==> config.mk <==
export PLATFORM = sky130hd
export DESIGN_NAME = log_to_linear_shift_flat
export DESIGN_NICKNAME = d
export VERILOG_FILES = /design/src/rtl/log_to_linear_shift_if.sv /design/src/rtl/log_to_linear_shift.sv /design/src/flat_wrapper.sv
export SDC_FILE = /design/constraint.sdc
export NUM_CORES = 1
export LEC_CHECK = 0
export CORE_ASPECT_RATIO = 1.75
export CORE_MARGIN = 2
export CORE_UTILIZATION = 55
export DETAILED_ROUTE_END_ITERATION = 8
export DONT_BUFFER_PORTS = 1
export PLACE_DENSITY = 0.81
export SYNTH_ARGS = -nofsm -noshare
export SYNTH_HDL_FRONTEND = slang
export SYNTH_SLANG_ARGS = --single-unit
export TNS_END_PERCENT = 20
==> constraint.sdc <==
create_clock -name clk -period 4.45 [get_ports clk]
set_clock_uncertainty 0.2 [all_clocks]
set_input_delay 0.89 -clock clk [delete_from_list [all_inputs] [get_ports clk]]
set_output_delay 0.89 -clock clk [all_outputs]
set_load 0.01 [all_outputs]
==> src/rtl/log_to_linear_shift_if.sv <==
// rtl/log_to_linear_shift_if.sv - handshake bundle for the log-to-linear decoder
interface log_to_linear_shift_if #(
    parameter int BITS     = 18,
    parameter int OUT_BITS = 32
);
    logic                in_valid;
    logic                in_ready;
    logic [BITS-1:0]     L_in;
    logic                S_in;
    logic                out_valid;
    logic                out_ready;
    logic [OUT_BITS-1:0] lin_out;
    logic                sign_out;
    logic                sat_out;

    modport master (
        output in_valid, L_in, S_in, out_ready,
        input  in_ready, out_valid, lin_out, sign_out, sat_out
    );

    modport slave (
        input  in_valid, L_in, S_in, out_ready,
        output in_ready, out_valid, lin_out, sign_out, sat_out
    );
endinterface

==> src/rtl/log_to_linear_shift.sv <==
// rtl/log_to_linear_shift.sv - iterative Mitchell antilog, one shift per clock
// Optional round-half-up on right shifts: LOG_TO_LINEAR_ROUND_EN
module log_to_linear_shift #(
    parameter int BITS     = 18,
    parameter int FRAC     = 9,
    parameter int OUT_BITS = 32
) (
    input  logic                  clk,
    input  logic                  rst,
    log_to_linear_shift_if.slave  bus
);
    localparam int KW    = BITS - FRAC;
    localparam int CW    = $clog2(OUT_BITS + 1);
    localparam int MAX_K = OUT_BITS - FRAC - 1;
    localparam int MIN_K = -(FRAC + 1);

    typedef enum logic [1:0] {IDLE, SHIFT, DONE} state_t;

    state_t              state_q, state_d;
    logic [OUT_BITS-1:0] work_q, work_d;
    logic [OUT_BITS-1:0] lin_q, lin_d;
    logic [CW-1:0]       cnt_q, cnt_d;
    logic                right_q, right_d;
    logic                sign_q, sign_d;
    logic                sat_q, sat_d;
    logic                valid_q, valid_d;

    logic signed [31:0]  k_ext;
    logic [31:0]         abs_k;
    logic [OUT_BITS-1:0] mant;
    logic [OUT_BITS-1:0] src;
    logic [OUT_BITS-1:0] step;
    logic [OUT_BITS-1:0] lin_fin;
    logic                src_right;

    always_comb begin
        state_d = state_q;
        work_d  = work_q;
        lin_d   = lin_q;
        cnt_d   = cnt_q;
        right_d = right_q;
        sign_d  = sign_q;
        sat_d   = sat_q;
        valid_d = valid_q;

        k_ext = {{(32-KW){bus.L_in[BITS-1]}}, bus.L_in[BITS-1:FRAC]};
        abs_k = k_ext[31] ? 32'(-k_ext) : 32'(k_ext);
        mant  = {{(OUT_BITS-FRAC-1){1'b0}}, 1'b1, bus.L_in[FRAC-1:0]};

        // The first shift happens on the accept edge so latency equals |k|.
        src       = (state_q == IDLE) ? mant : work_q;
        src_right = (state_q == IDLE) ? k_ext[31] : right_q;
        step      = src_right ? (src >> 1) : (src << 1);
`ifdef LOG_TO_LINEAR_ROUND_EN
        lin_fin   = step + {{(OUT_BITS-1){1'b0}}, src_right & src[0]};
`else
        lin_fin   = step;
`endif

        case (state_q)
            IDLE: begin
                if (bus.in_valid) begin
                    sign_d  = bus.S_in;
                    sat_d   = 1'b0;
                    right_d = k_ext[31];
                    if (k_ext > MAX_K) begin
                        lin_d   = '1;
                        sat_d   = 1'b1;
                        valid_d = 1'b1;
                        state_d = DONE;
                    end else if (k_ext < MIN_K) begin
                        lin_d   = '0;
                        valid_d = 1'b1;
                        state_d = DONE;
                    end else if (k_ext == 0) begin
                        lin_d   = mant;
                        valid_d = 1'b1;
                        state_d = DONE;
                    end else if (abs_k == 32'd1) begin
                        lin_d   = lin_fin;
                        valid_d = 1'b1;
                        state_d = DONE;
                    end else begin
                        work_d  = step;
                        cnt_d   = CW'(abs_k - 32'd1);
                        state_d = SHIFT;
                    end
                end
            end
            SHIFT: begin
                work_d = step;
                cnt_d  = cnt_q - CW'(1);
                if (cnt_q == CW'(1)) begin
                    lin_d   = lin_fin;
                    valid_d = 1'b1;
                    state_d = DONE;
                end
            end
            DONE: begin
                if (bus.out_ready) begin
                    valid_d = 1'b0;
                    state_d = IDLE;
                end
            end
            default: state_d = IDLE;
        endcase
    end

    always_ff @(posedge clk or posedge rst) begin
        if (rst) begin
            state_q <= IDLE;
            work_q  <= '0;
            lin_q   <= '0;
            cnt_q   <= '0;
            right_q <= 1'b0;
            sign_q  <= 1'b0;
            sat_q   <= 1'b0;
            valid_q <= 1'b0;
        end else begin
            state_q <= state_d;
            work_q  <= work_d;
            lin_q   <= lin_d;
            cnt_q   <= cnt_d;
            right_q <= right_d;
            sign_q  <= sign_d;
            sat_q   <= sat_d;
            valid_q <= valid_d;
        end
    end

    assign bus.in_ready  = (state_q == IDLE);
    assign bus.out_valid = valid_q;
    assign bus.lin_out   = lin_q;
    assign bus.sign_out  = sign_q;
    assign bus.sat_out   = sat_q;
endmodule

==> src/flat_wrapper.sv <==
// flat-port wrapper written by rule: the top's interface ports become plain ports
module log_to_linear_shift_flat 
#(
    parameter int BITS     = 18,
    parameter int FRAC     = 9,
    parameter int OUT_BITS = 32
)
  (clk, rst, bus_in_valid, bus_L_in, bus_S_in, bus_out_ready, bus_in_ready, bus_out_valid, bus_lin_out, bus_sign_out, bus_sat_out);
  log_to_linear_shift_if #(.BITS(BITS), .OUT_BITS(OUT_BITS)) bus_i ();
  input  logic clk;
  input  logic rst;
  input wire logic [$bits(bus_i.in_valid)-1:0] bus_in_valid;
  input wire logic [$bits(bus_i.L_in)-1:0] bus_L_in;
  input wire logic [$bits(bus_i.S_in)-1:0] bus_S_in;
  input wire logic [$bits(bus_i.out_ready)-1:0] bus_out_ready;
  output wire logic [$bits(bus_i.in_ready)-1:0] bus_in_ready;
  output wire logic [$bits(bus_i.out_valid)-1:0] bus_out_valid;
  output wire logic [$bits(bus_i.lin_out)-1:0] bus_lin_out;
  output wire logic [$bits(bus_i.sign_out)-1:0] bus_sign_out;
  output wire logic [$bits(bus_i.sat_out)-1:0] bus_sat_out;
  assign bus_i.in_valid = bus_in_valid;
  assign bus_i.L_in = bus_L_in;
  assign bus_i.S_in = bus_S_in;
  assign bus_i.out_ready = bus_out_ready;
  assign bus_in_ready = bus_i.in_ready;
  assign bus_out_valid = bus_i.out_valid;
  assign bus_lin_out = bus_i.lin_out;
  assign bus_sign_out = bus_i.sign_out;
  assign bus_sat_out = bus_i.sat_out;
  log_to_linear_shift #(.BITS(BITS), .FRAC(FRAC), .OUT_BITS(OUT_BITS)) u_core (.clk(clk), .rst(rst), .bus(bus_i));
endmodule
# [Word level (Yosys, flattened, before mapping)]
# Index checks and enable logic that the tools add are counted.
[op_classes] n_lt_le_gt_ge=2 n_mux=40 n_addsub=3 reduce_logical=9 n_eq_ne=12
[ops] op="$mux W32" count=14
[ops] op="$pmux W32 S2" count=2
[ops] op="$eq A32 B1 Y1 const B" count=1
[ops] op="$logic_not A32 Y1" count=1
[ops] op="$neg A9 Y32" count=1
[ops] op="$mux W6" count=5
[ops] op="$mux W2" count=7
[ops] op="$ne A2 B2 Y1 const B" count=6
[ops] op="$pmux W6 S2" count=1
[ops] op="$sub A6 B1 Y6 const B" count=2
[ops] op="$gt A9 B6 Y1 const B" count=1
[ops] op="$lt A9 B5 Y1 const B" count=1
[ops] op="$mux W1" count=9
[ops] op="$eq A6 B1 Y1 const B" count=1
[ops] op="$pmux W2 S3" count=1
[ops] op="$reduce_and A6 Y1" count=1
[ops] op="$ne A5 B1 Y1 const B" count=1
[ops] op="$reduce_and A5 Y1" count=1
[ops] op="$reduce_and A4 Y1" count=1
[ops] op="$pmux W1 S3" count=1
[ops] op="$reduce_and A3 Y1" count=1
[ops] op="$reduce_bool A3 Y1" count=1
[ops] op="$eq A2 B1 Y1 const B" count=1
[ops] op="$eq A2 B2 Y1 const B" count=1
[ops] op="4 further kinds" count=4
[word_totals] word_cells=74 reg_bits=76 input_bits=23

# [Logic depth before layout (Yosys ltp)]
# Gate-level depths: netlist of run 1.
[logic_depth] ltp_word=9 ltp_mapped=11

# [Least setup slack after synthesis of run 1]
# OpenSTA, ideal clock, no wires.
[synth_timing] path_kind="input port to flip-flop" from="in bus_L_in[17]" to="reg u_core.lin_q[9], in the netlist u_core.bus.lin_out[9]" required_ns=4.124 n_path_buf=2 cell_stages=8 setup_time_ns=0.126 t_arrival_ns=2.867 setup_slack_ns=1.257 path_cell_list="buf_2 -> buf_1 -> mux2i_1 -> ha_1 -> o21ai_0 -> o21a_4 -> a21bo_4 -> o32a_1"
[synth_between] elab_chain_len=8 word_cells_on_any_way=17 classes_between="1 x add/sub; 2 x order compare; 2 x eq/ne; 10 x mux; 2 x reduce/logical"
[synth_rtl] item="start, declared" line_no="flat_wrapper.sv:13" text="input wire logic [$bits(bus_i.L_in)-1:0] bus_L_in;"
[synth_rtl] item="branches (longest 8 deep; another with $neg A9 Y32)"
[synth_rtl] item="end signal, assigned" line_no="log_to_linear_shift.sv:122" text="lin_q <= lin_d;"
[synth_rtl] item="end, declared" line_no="log_to_linear_shift.sv:21" text="logic [OUT_BITS-1:0] lin_q, lin_d;"
# Parallel ways; which one is timed is not known. The select of a mux whose other input is x is not followed.
# A chain may end at the register's enable or synchronous reset.

# [Final worst setup path of run 1]
[layout_timing] from="in bus_L_in[9]" to="reg u_core.lin_q[14], in the netlist u_core.bus.lin_out[14]"
[layout_between] elab_chain_len=6 word_cells_on_any_way=13 classes_between="1 x add/sub; 2 x order compare; 2 x eq/ne; 6 x mux; 2 x reduce/logical"
[layout_rtl] item="branches (longest 6 deep; another with $neg A9 Y32)"
# Parallel ways; which one is timed is not known. The select of a mux whose other input is x is not followed.

==> results of run 1 <==
flip-flops by register name (all words and copies together), names as in the netlist:
name	cells
u_core.bus.sign_out	1
u_core.bus.sat_out	1
u_core.state_q	2
u_core.right_q	1
u_core.cnt_q	6
u_core.bus.lin_out	32
u_core.work_q	32
u_core.bus.out_valid	1
how the worst min path moves through the flow:
stage | cells after the start | from | slack [ns] | endpoint
final | 1 | rst | 0.18 | u_core.bus.lin_out[7]
after global routing | 1 | rst | 0.20 | u_core.bus.lin_out[7]
after CTS | 1 | rst | 0.18 | u_core.bus.lin_out[7]
after detailed placement | 2 | u_core.work_q[31] | 0.28 | u_core.work_q[31]
after global placement | 1 | u_core.work_q[0] | 0.27 | u_core.work_q[0]
after floorplan | 2 | u_core.work_q[31] | 0.25 | u_core.work_q[31]
cell type report:
class / instances / area, sq um / share of cell area
timing repair buffer: 9 / 67.6 / 0.0146
clock inverter: 4 / 95.1 / 0.0206
inverter: 10 / 37.5 / 0.00814
sequential: 76 / 1900 / 0.412
multi-input combinational: 298 / 2140 / 0.465
tap: 88 / 110 / 0.0239
clock buffer: 12 / 256 / 0.0556
power breakdown:
| group | internal, mW | switching (mW) | leakage [nW] |
|---|---|---|---|
| Combinational | 0.404 | 0.403 | 0.898 |
| Clock | 0.578 | 0.276 | 0.173 |
| Sequential | 0.999 | 0.335 | 0.866 |
| Total | 1.98 | 1.01 | 1.94 |
metal layers:
metal / GRT usage / part of all wire
met2: 0.417 / 0.54
met3: 0.0533 / 0.041
met4: 0.0998 / 0.021
met1: 0.258 / 0.40
met5: 0 / 0
worst max-delay path, stage by stage:
cell and delay, ns:
inv_1 0.13, ha_1 0.37, or3b_1 0.38, a21oi_1 0.22, o21ai_0 0.16, o21a_4 0.27
a21oi_4 0.44, buf_4 0.32, o22a_1 0.17
Yosys cell counts, types with 3 or more instances:
| master | number | area (sq um) |
|---|---|---|
| nand2_1 | 26 | 97.6 |
| inv_1 | 10 | 37.5 |
| buf_2 | 10 | 50.1 |
| nand2b_1 | 3 | 18.8 |
| xnor2_1 | 6 | 52.6 |
| o21ai_0 | 31 | 155 |
| a21oi_1 | 19 | 95.1 |
| o211ai_1 | 4 | 30.0 |
| a22o_1 | 11 | 96.3 |
| clkbuf_1 | 15 | 56.3 |
| nand4_1 | 3 | 18.8 |
| mux2_1 | 4 | 45.0 |
| nor2b_1 | 9 | 56.3 |
| dfrtp_1 | 76 | 1900 |
| nand3_1 | 5 | 25.0 |
| mux2_2 | 7 | 78.8 |
| ha_1 | 6 | 75.1 |
| a31oi_1 | 4 | 25.0 |
| buf_4 | 4 | 30.0 |
| o22a_1 | 31 | 272 |
| xor2_1 | 4 | 35.0 |
| a211oi_1 | 10 | 75.1 |
| nor2_1 | 40 | 150 |
| nor3_1 | 7 | 35.0 |
| mux2i_1 | 29 | 290 |
cell families (layout without fill, tap and decap cells):
| family | count (synthesis) | after routing | share of synthesized area |
|---|---|---|---|
| buffers and inverters | 42 | 35 | 0.0472 |
| adder cells (fa/ha/maj) | 6 | 6 | 0.0177 |
| AND/OR/NAND/NOR | 112 | 112 | 0.134 |
| flip-flops | 76 | 76 | 0.448 |
| XOR/XNOR | 10 | 10 | 0.0206 |
| AO/OA/AOI/OAI | 130 | 130 | 0.234 |
| multiplexers | 40 | 40 | 0.0976 |
through the flow:
step | cell area, sq um | instances | total power [mW]
global placement | 4260 | 481 | 2.10
global route | 4610 | 497 | 3.17
detailed placement | 4260 | 481 | 2.15
CTS | 4610 | 497 | 3.01
floorplan | 4240 | 416 | 1.95
finish | 4610 | 497 | 2.99
==> impl_metrics.xml, run 1 <==
<?xml version="1.0" encoding="UTF-8"?>
<metrics>
  <group name="cells_and_area">
    <metric name="area_growth" unit="%">8.70</metric>
    <metric name="share_of_final_layout_standard_cells_stronger_than_drive_strength_1" unit="">0.115</metric>
    <metric name="final_cell_mix" unit="">dfrtp_1, nor2_1, o22a_1</metric>
    <metric name="final_util" unit="">0.614</metric>
    <metric name="final.fill_count" unit="">604</metric>
    <metric name="diodes" unit="">0</metric>
    <metric name="fin_nets" unit="">433</metric>
    <metric name="layout_commonest_cell" unit="">dfrtp_1</metric>
  </group>
  <group name="sta">
    <metric name="final.setup.worst_slack" unit="ns">1.18</metric>
    <metric name="transition_time_at_the_pin_with_the_least_slew_margin" unit="ns">0.985</metric>
    <metric name="rsz_0062_raised_after_global_routing" unit="">no</metric>
    <metric name="totalNegativeSetupSlack" unit="ns">0</metric>
    <metric name="timing.final.max_slew_violations" unit="">0</metric>
    <metric name="finalWorstPathRequiredPeriod" unit="ns">3.27</metric>
    <metric name="setup_violations" unit="">0</metric>
    <metric name="timing.hold.ws" unit="ns">0.183</metric>
    <metric name="layout_worst_path_cycle_share" unit="">0.735</metric>
    <metric name="max_slew_margin" unit="">0.343</metric>
    <metric name="number_of_endpoints_with_negative_hold_slack_in_the_final_report" unit="">0</metric>
    <metric name="max_clock_freq" unit="GHz">0.306</metric>
  </group>
  <group name="floorplan">
    <metric name="initial_core_util" unit="">0.565</metric>
    <metric name="design.die.area" unit="sq um">8460</metric>
    <metric name="die_width" unit="um">70.4</metric>
    <metric name="ioPinCount" unit="">59</metric>
    <metric name="floorplan.rows" unit="">42</metric>
    <metric name="core" unit="sq um">7510</metric>
    <metric name="floorplan.die.height" unit="um">120</metric>
  </group>
  <group name="pwr">
    <metric name="cellPowerDensity" unit="nW/um^2">649</metric>
    <metric name="total_leakage_power" unit="nW">1.94</metric>
    <metric name="maximum_ir_drop_on_the_vdd_rail" unit="uV">255</metric>
  </group>
  <group name="drt">
    <metric name="vias_per_cell" unit="">6.36</metric>
    <metric name="wire_per_inst" unit="um">18.6</metric>
    <metric name="drcViolationCount" unit="">0</metric>
    <metric name="drt_first_iter_violations" unit="">277</metric>
    <metric name="wl" unit="um">9260</metric>
    <metric name="detail_route.first_pass.iterations" unit="">4</metric>
    <metric name="vias" unit="">3159</metric>
    <metric name="antenna_left" unit="">0</metric>
  </group>
  <group name="grt">
    <metric name="globalRouteTotalUtil" unit="">0.232</metric>
    <metric name="grt_max_degree" unit="">33</metric>
    <metric name="first_pass_grt_wire_length" unit="um">15500</metric>
    <metric name="grt_pass1_vias" unit="">3211</metric>
    <metric name="antenna_found_initial" unit="">0</metric>
    <metric name="grt_ovf" unit="">0</metric>
  </group>
  <group name="placed_design">
    <metric name="dpl_worst_slack" unit="ns">0.870</metric>
    <metric name="place_congestion" unit="">0.821</metric>
    <metric name="dp_hpwl" unit="um">6570</metric>
    <metric name="port-buffer-count" unit="">0</metric>
  </group>
  <group name="clock_tree">
    <metric name="count_of_clock_tree_sinks" unit="">76</metric>
    <metric name="ctsHoldBuffers" unit="">0</metric>
    <metric name="cts_resized" unit="">0</metric>
    <metric name="clock_tree.htree_level_count" unit="">3</metric>
    <metric name="worst_skew_pair.late_latency" unit="ns">0.33</metric>
    <metric name="cts_tree" unit="">built</metric>
    <metric name="clock-root-buffer" unit="">clkbuf_16</metric>
    <metric name="clk_pin_slew_worst_paths" unit="ns">0.06</metric>
    <metric name="post_cts_buffers" unit="">0</metric>
    <metric name="total_cts_buffers" unit="">9</metric>
    <metric name="cts-root-to-sink-buffers" unit="">2</metric>
  </group>
  <group name="worst_hold_path">
    <metric name="min_path_type" unit="">in2async</metric>
  </group>
  <group name="synthesis">
    <metric name="synth_seq_area_share" unit="">0.448</metric>
    <metric name="ys_async_sr_fraction" unit="">1.00</metric>
    <metric name="synthCells" unit="">416</metric>
    <metric name="synth_enable_flop_cells" unit="">0</metric>
    <metric name="cell_area_after_synthesis" unit="sq um">4240</metric>
    <metric name="synthesis.yosys.warnings" unit="">0</metric>
    <metric name="most_instantiated_flip_flop_cell_in_the_synthesis_netlist" unit="">dfrtp_1</metric>
    <metric name="ys_ff_latch" unit="">76</metric>
    <metric name="post_synth.cell_area_avg" unit="sq um">10.2</metric>
    <metric name="postSynthNetCount" unit="">445</metric>
    <metric name="yosys.cell_types.count" unit="">60</metric>
  </group>
  <group name="critical_path">
    <metric name="cp_max_fo" unit="">17</metric>
    <metric name="setup.worst_path.end_class" unit="">register</metric>
    <metric name="cp.arrival" unit="ns">3.34</metric>
    <metric name="r2r_cells" unit="">6</metric>
    <metric name="end_of_the_worst_register_to_register_path" unit="">u_core.bus.lin_out[9]</metric>
    <metric name="cp_data_required_time" unit="ns">4.52</metric>
    <metric name="reg2reg_from" unit="">u_core.state_q[0]</metric>
    <metric name="worst-r2r-setup-slack" unit="ns">1.53</metric>
    <metric name="cp-endpoint" unit="">u_core.bus.lin_out[14]</metric>
    <metric name="type_of_origin_of_the_critical_path" unit="">input port</metric>
    <metric name="timing_worst_setup_path_type" unit="">in2reg</metric>
    <metric name="crit_path_start" unit="">bus_L_in[9]</metric>
  </group>
  <group name="run">
    <metric name="drv_cap" unit="">0</metric>
  </group>
  <group name="outcome">
    <metric name="outcome" unit="">complete, no violations</metric>
  </group>
</metrics>
No activity file was read; power rests on OpenSTA's default activity.
==> run 2, diff against run 1 <==
==> constraint.sdc (replaced) <==
create_clock -name clk -period 3.1 [get_ports clk]
set_clock_uncertainty 0.2 [all_clocks]
set_input_delay 0.62 -clock clk [delete_from_list [all_inputs] [get_ports clk]]
set_output_delay 0.62 -clock clk [all_outputs]
set_load 0.01 [all_outputs]
==> impl_metrics.xml, run 2 (same netlist as run 1, synthesis figures left out) <==
<?xml version="1.0" encoding="UTF-8"?>
<metrics>
  <group name="outcome">
    <metric name="outcome" unit="">complete, no violations</metric>
  </group>
  <group name="drt">
    <metric name="detail_route.first_pass.iterations" unit="">5</metric>
    <metric name="drt_first_iter_violations" unit="">228</metric>
    <metric name="vias_per_cell" unit="">6.37</metric>
    <metric name="wl" unit="um">9290</metric>
    <metric name="antenna_left" unit="">0</metric>
    <metric name="drcViolationCount" unit="">0</metric>
    <metric name="wire_per_inst" unit="um">18.5</metric>
    <metric name="vias" unit="">3193</metric>
  </group>
  <group name="grt">
    <metric name="globalRouteMet3Util" unit="">0.0617</metric>
    <metric name="first_pass_grt_wire_length" unit="um">15700</metric>
    <metric name="grt.busiest_layer" unit="">met2</metric>
    <metric name="grt_ovf" unit="">0</metric>
    <metric name="grt_pass1_vias" unit="">3274</metric>
    <metric name="gr-usage-met1" unit="">0.243</metric>
    <metric name="antenna_found_initial" unit="">0</metric>
    <metric name="grt_max_degree" unit="">77</metric>
    <metric name="globalRouteTotalUtil" unit="">0.235</metric>
    <metric name="gr-usage-met2" unit="">0.420</metric>
  </group>
  <group name="cells_and_area">
    <metric name="final_cell_mix" unit="">dfrtp_1, nor2_1, o22a_1</metric>
    <metric name="area_growth" unit="%">7.67</metric>
    <metric name="share_of_final_layout_standard_cells_stronger_than_drive_strength_1" unit="">0.121</metric>
    <metric name="finish.cell_count_without_fillers" unit="">501</metric>
    <metric name="fin_nets" unit="">438</metric>
    <metric name="diodes" unit="">0</metric>
    <metric name="layout_commonest_cell" unit="">dfrtp_1</metric>
    <metric name="final.fill_count" unit="">640</metric>
  </group>
  <group name="clock_tree">
    <metric name="total_cts_buffers" unit="">9</metric>
    <metric name="cts_tree" unit="">built</metric>
    <metric name="cts-root-to-sink-buffers" unit="">2</metric>
    <metric name="cts_resized" unit="">0</metric>
    <metric name="clk_pin_slew_worst_paths" unit="ns">0.05</metric>
    <metric name="count_of_clock_tree_sinks" unit="">76</metric>
    <metric name="clock_tree.htree_level_count" unit="">3</metric>
    <metric name="ctsHoldBuffers" unit="">0</metric>
    <metric name="worst_skew_pair.late_latency" unit="ns">0.34</metric>
    <metric name="post_cts_buffers" unit="">0</metric>
    <metric name="clock-root-buffer" unit="">clkbuf_16</metric>
  </group>
  <group name="floorplan">
    <metric name="core" unit="sq um">7510</metric>
    <metric name="die_width" unit="um">70.4</metric>
    <metric name="ioPinCount" unit="">59</metric>
    <metric name="floorplan.rows" unit="">42</metric>
    <metric name="design.die.area" unit="sq um">8460</metric>
    <metric name="initial_core_util" unit="">0.565</metric>
    <metric name="floorplan.die.height" unit="um">120</metric>
  </group>
  <group name="worst_hold_path">
    <metric name="worstHoldStart" unit="">bus_S_in</metric>
    <metric name="min_path_type" unit="">in2reg</metric>
  </group>
  <group name="placed_design">
    <metric name="place_congestion" unit="">0.840</metric>
    <metric name="dpl.cell_count" unit="">486</metric>
    <metric name="dp_hpwl" unit="um">6500</metric>
    <metric name="port-buffer-count" unit="">0</metric>
  </group>
  <group name="critical_path">
    <metric name="timing_worst_setup_path_type" unit="">in2reg</metric>
    <metric name="reg2reg_from" unit="">u_core.cnt_q[1]</metric>
    <metric name="cp_data_required_time" unit="ns">3.17</metric>
    <metric name="type_of_origin_of_the_critical_path" unit="">input port</metric>
    <metric name="crit_path_start" unit="">bus_L_in[9]</metric>
    <metric name="setup.worst_path.end_class" unit="">register</metric>
    <metric name="cp_max_fo" unit="">33</metric>
    <metric name="cp.arrival" unit="ns">2.90</metric>
  </group>
  <group name="sta">
    <metric name="rsz_0062_raised_after_global_routing" unit="">no</metric>
    <metric name="finalWorstPathRequiredPeriod" unit="ns">2.83</metric>
    <metric name="max_clock_freq" unit="GHz">0.353</metric>
    <metric name="setup_violations" unit="">0</metric>
    <metric name="transition_time_at_the_pin_with_the_least_slew_margin" unit="ns">0.939</metric>
    <metric name="timing.final.max_slew_violations" unit="">0</metric>
    <metric name="layout_worst_path_cycle_share" unit="">0.913</metric>
    <metric name="number_of_endpoints_with_negative_hold_slack_in_the_final_report" unit="">0</metric>
    <metric name="max_slew_margin" unit="">0.374</metric>
  </group>
  <group name="pwr">
    <metric name="cellPowerDensity" unit="nW/um^2">883</metric>
    <metric name="total_leakage_power" unit="nW">1.93</metric>
    <metric name="report.power.total" unit="mW">4.03</metric>
    <metric name="maximum_ir_drop_on_the_vdd_rail" unit="uV">350</metric>
  </group>
  <group name="run">
    <metric name="drv_cap" unit="">0</metric>
  </group>
</metrics>
[run 2: cell types whose count changed in the layout (fill, tap and decap cells not counted)]
cell	previous run	this run
buf_4	9	14
bufinv_16	3	0
clkbuf_1	1	2
clkinv_2	1	2
[run 2: final timing paths]
kind                                     endpoint  slack [ns]  cells after the start
setup / recovery            u_core.bus.lin_out[9]        0.27                      8
hold / removal                u_core.bus.sign_out        0.23                      1
setup reg to reg            u_core.bus.lin_out[9]        0.62                      7
hold reg to reg                 u_core.work_q[31]        0.30                      2
max in group asynchronous       u_core.work_q[15]        1.84                      2
min in group asynchronous  u_core.bus.lin_out[27]        0.25                      2
[run 2: metal layers]
layer  vias up  wire, um
met5         -         0
met3        34       447
met2        80      5020
li1       1519         -
met1      1560      3430
met4         0       380
[run 2: layout make-up]
| cell class | instances | area [sq um] | share of cell area |
|---|---|---|---|
| inverter | 10 | 37.5 | 0.00821 |
| multi-input combinational | 298 | 2140 | 0.469 |
| sequential | 76 | 1900 | 0.416 |
| timing repair buffer | 14 | 105 | 0.0230 |
| clock inverter | 2 | 10.0 | 0.00219 |
| tap | 88 | 110 | 0.0241 |
| clock buffer | 13 | 260 | 0.0570 |
[run 2: critical path: stages]
cell and delay (ns):
inv_1 0.05, ha_1 0.24, or3b_1 0.36, a21oi_1 0.23, o21ai_0 0.16, o21a_4 0.26
a21oi_4 0.69, o32a_1 0.28
[run 2: report_power, final]
group / total [mW] / internal, mW / leakage [nW] / switching [mW]
Clock: 0.954 / 0.578 / 0.135 / 0.376
Sequential: 1.90 / 1.44 / 0.866 / 0.464
Combinational: 1.18 / 0.584 / 0.924 / 0.596
Total: 4.03 / 2.60 / 1.93 / 1.44
[run 2: per-stage QoR]
stage / setup slack [ns] / setup TNS (ns) / area, sq um / hold slack (ns) / util
after floorplan: 0.177 / 0 / 4240 / 0.249 / -
after global placement: -0.00217 / -0.00217 / 4300 / 0.266 / 0.572
after detailed placement: -0.0869 / -0.933 / 4300 / 0.292 / 0.572
after CTS: 0.252 / 0 / 4570 / 0.222 / 0.608
after global routing: 0.0247 / 0 / 4570 / 0.230 / 0.608
final: 0.269 / 0 / 4570 / 0.231 / 0.608
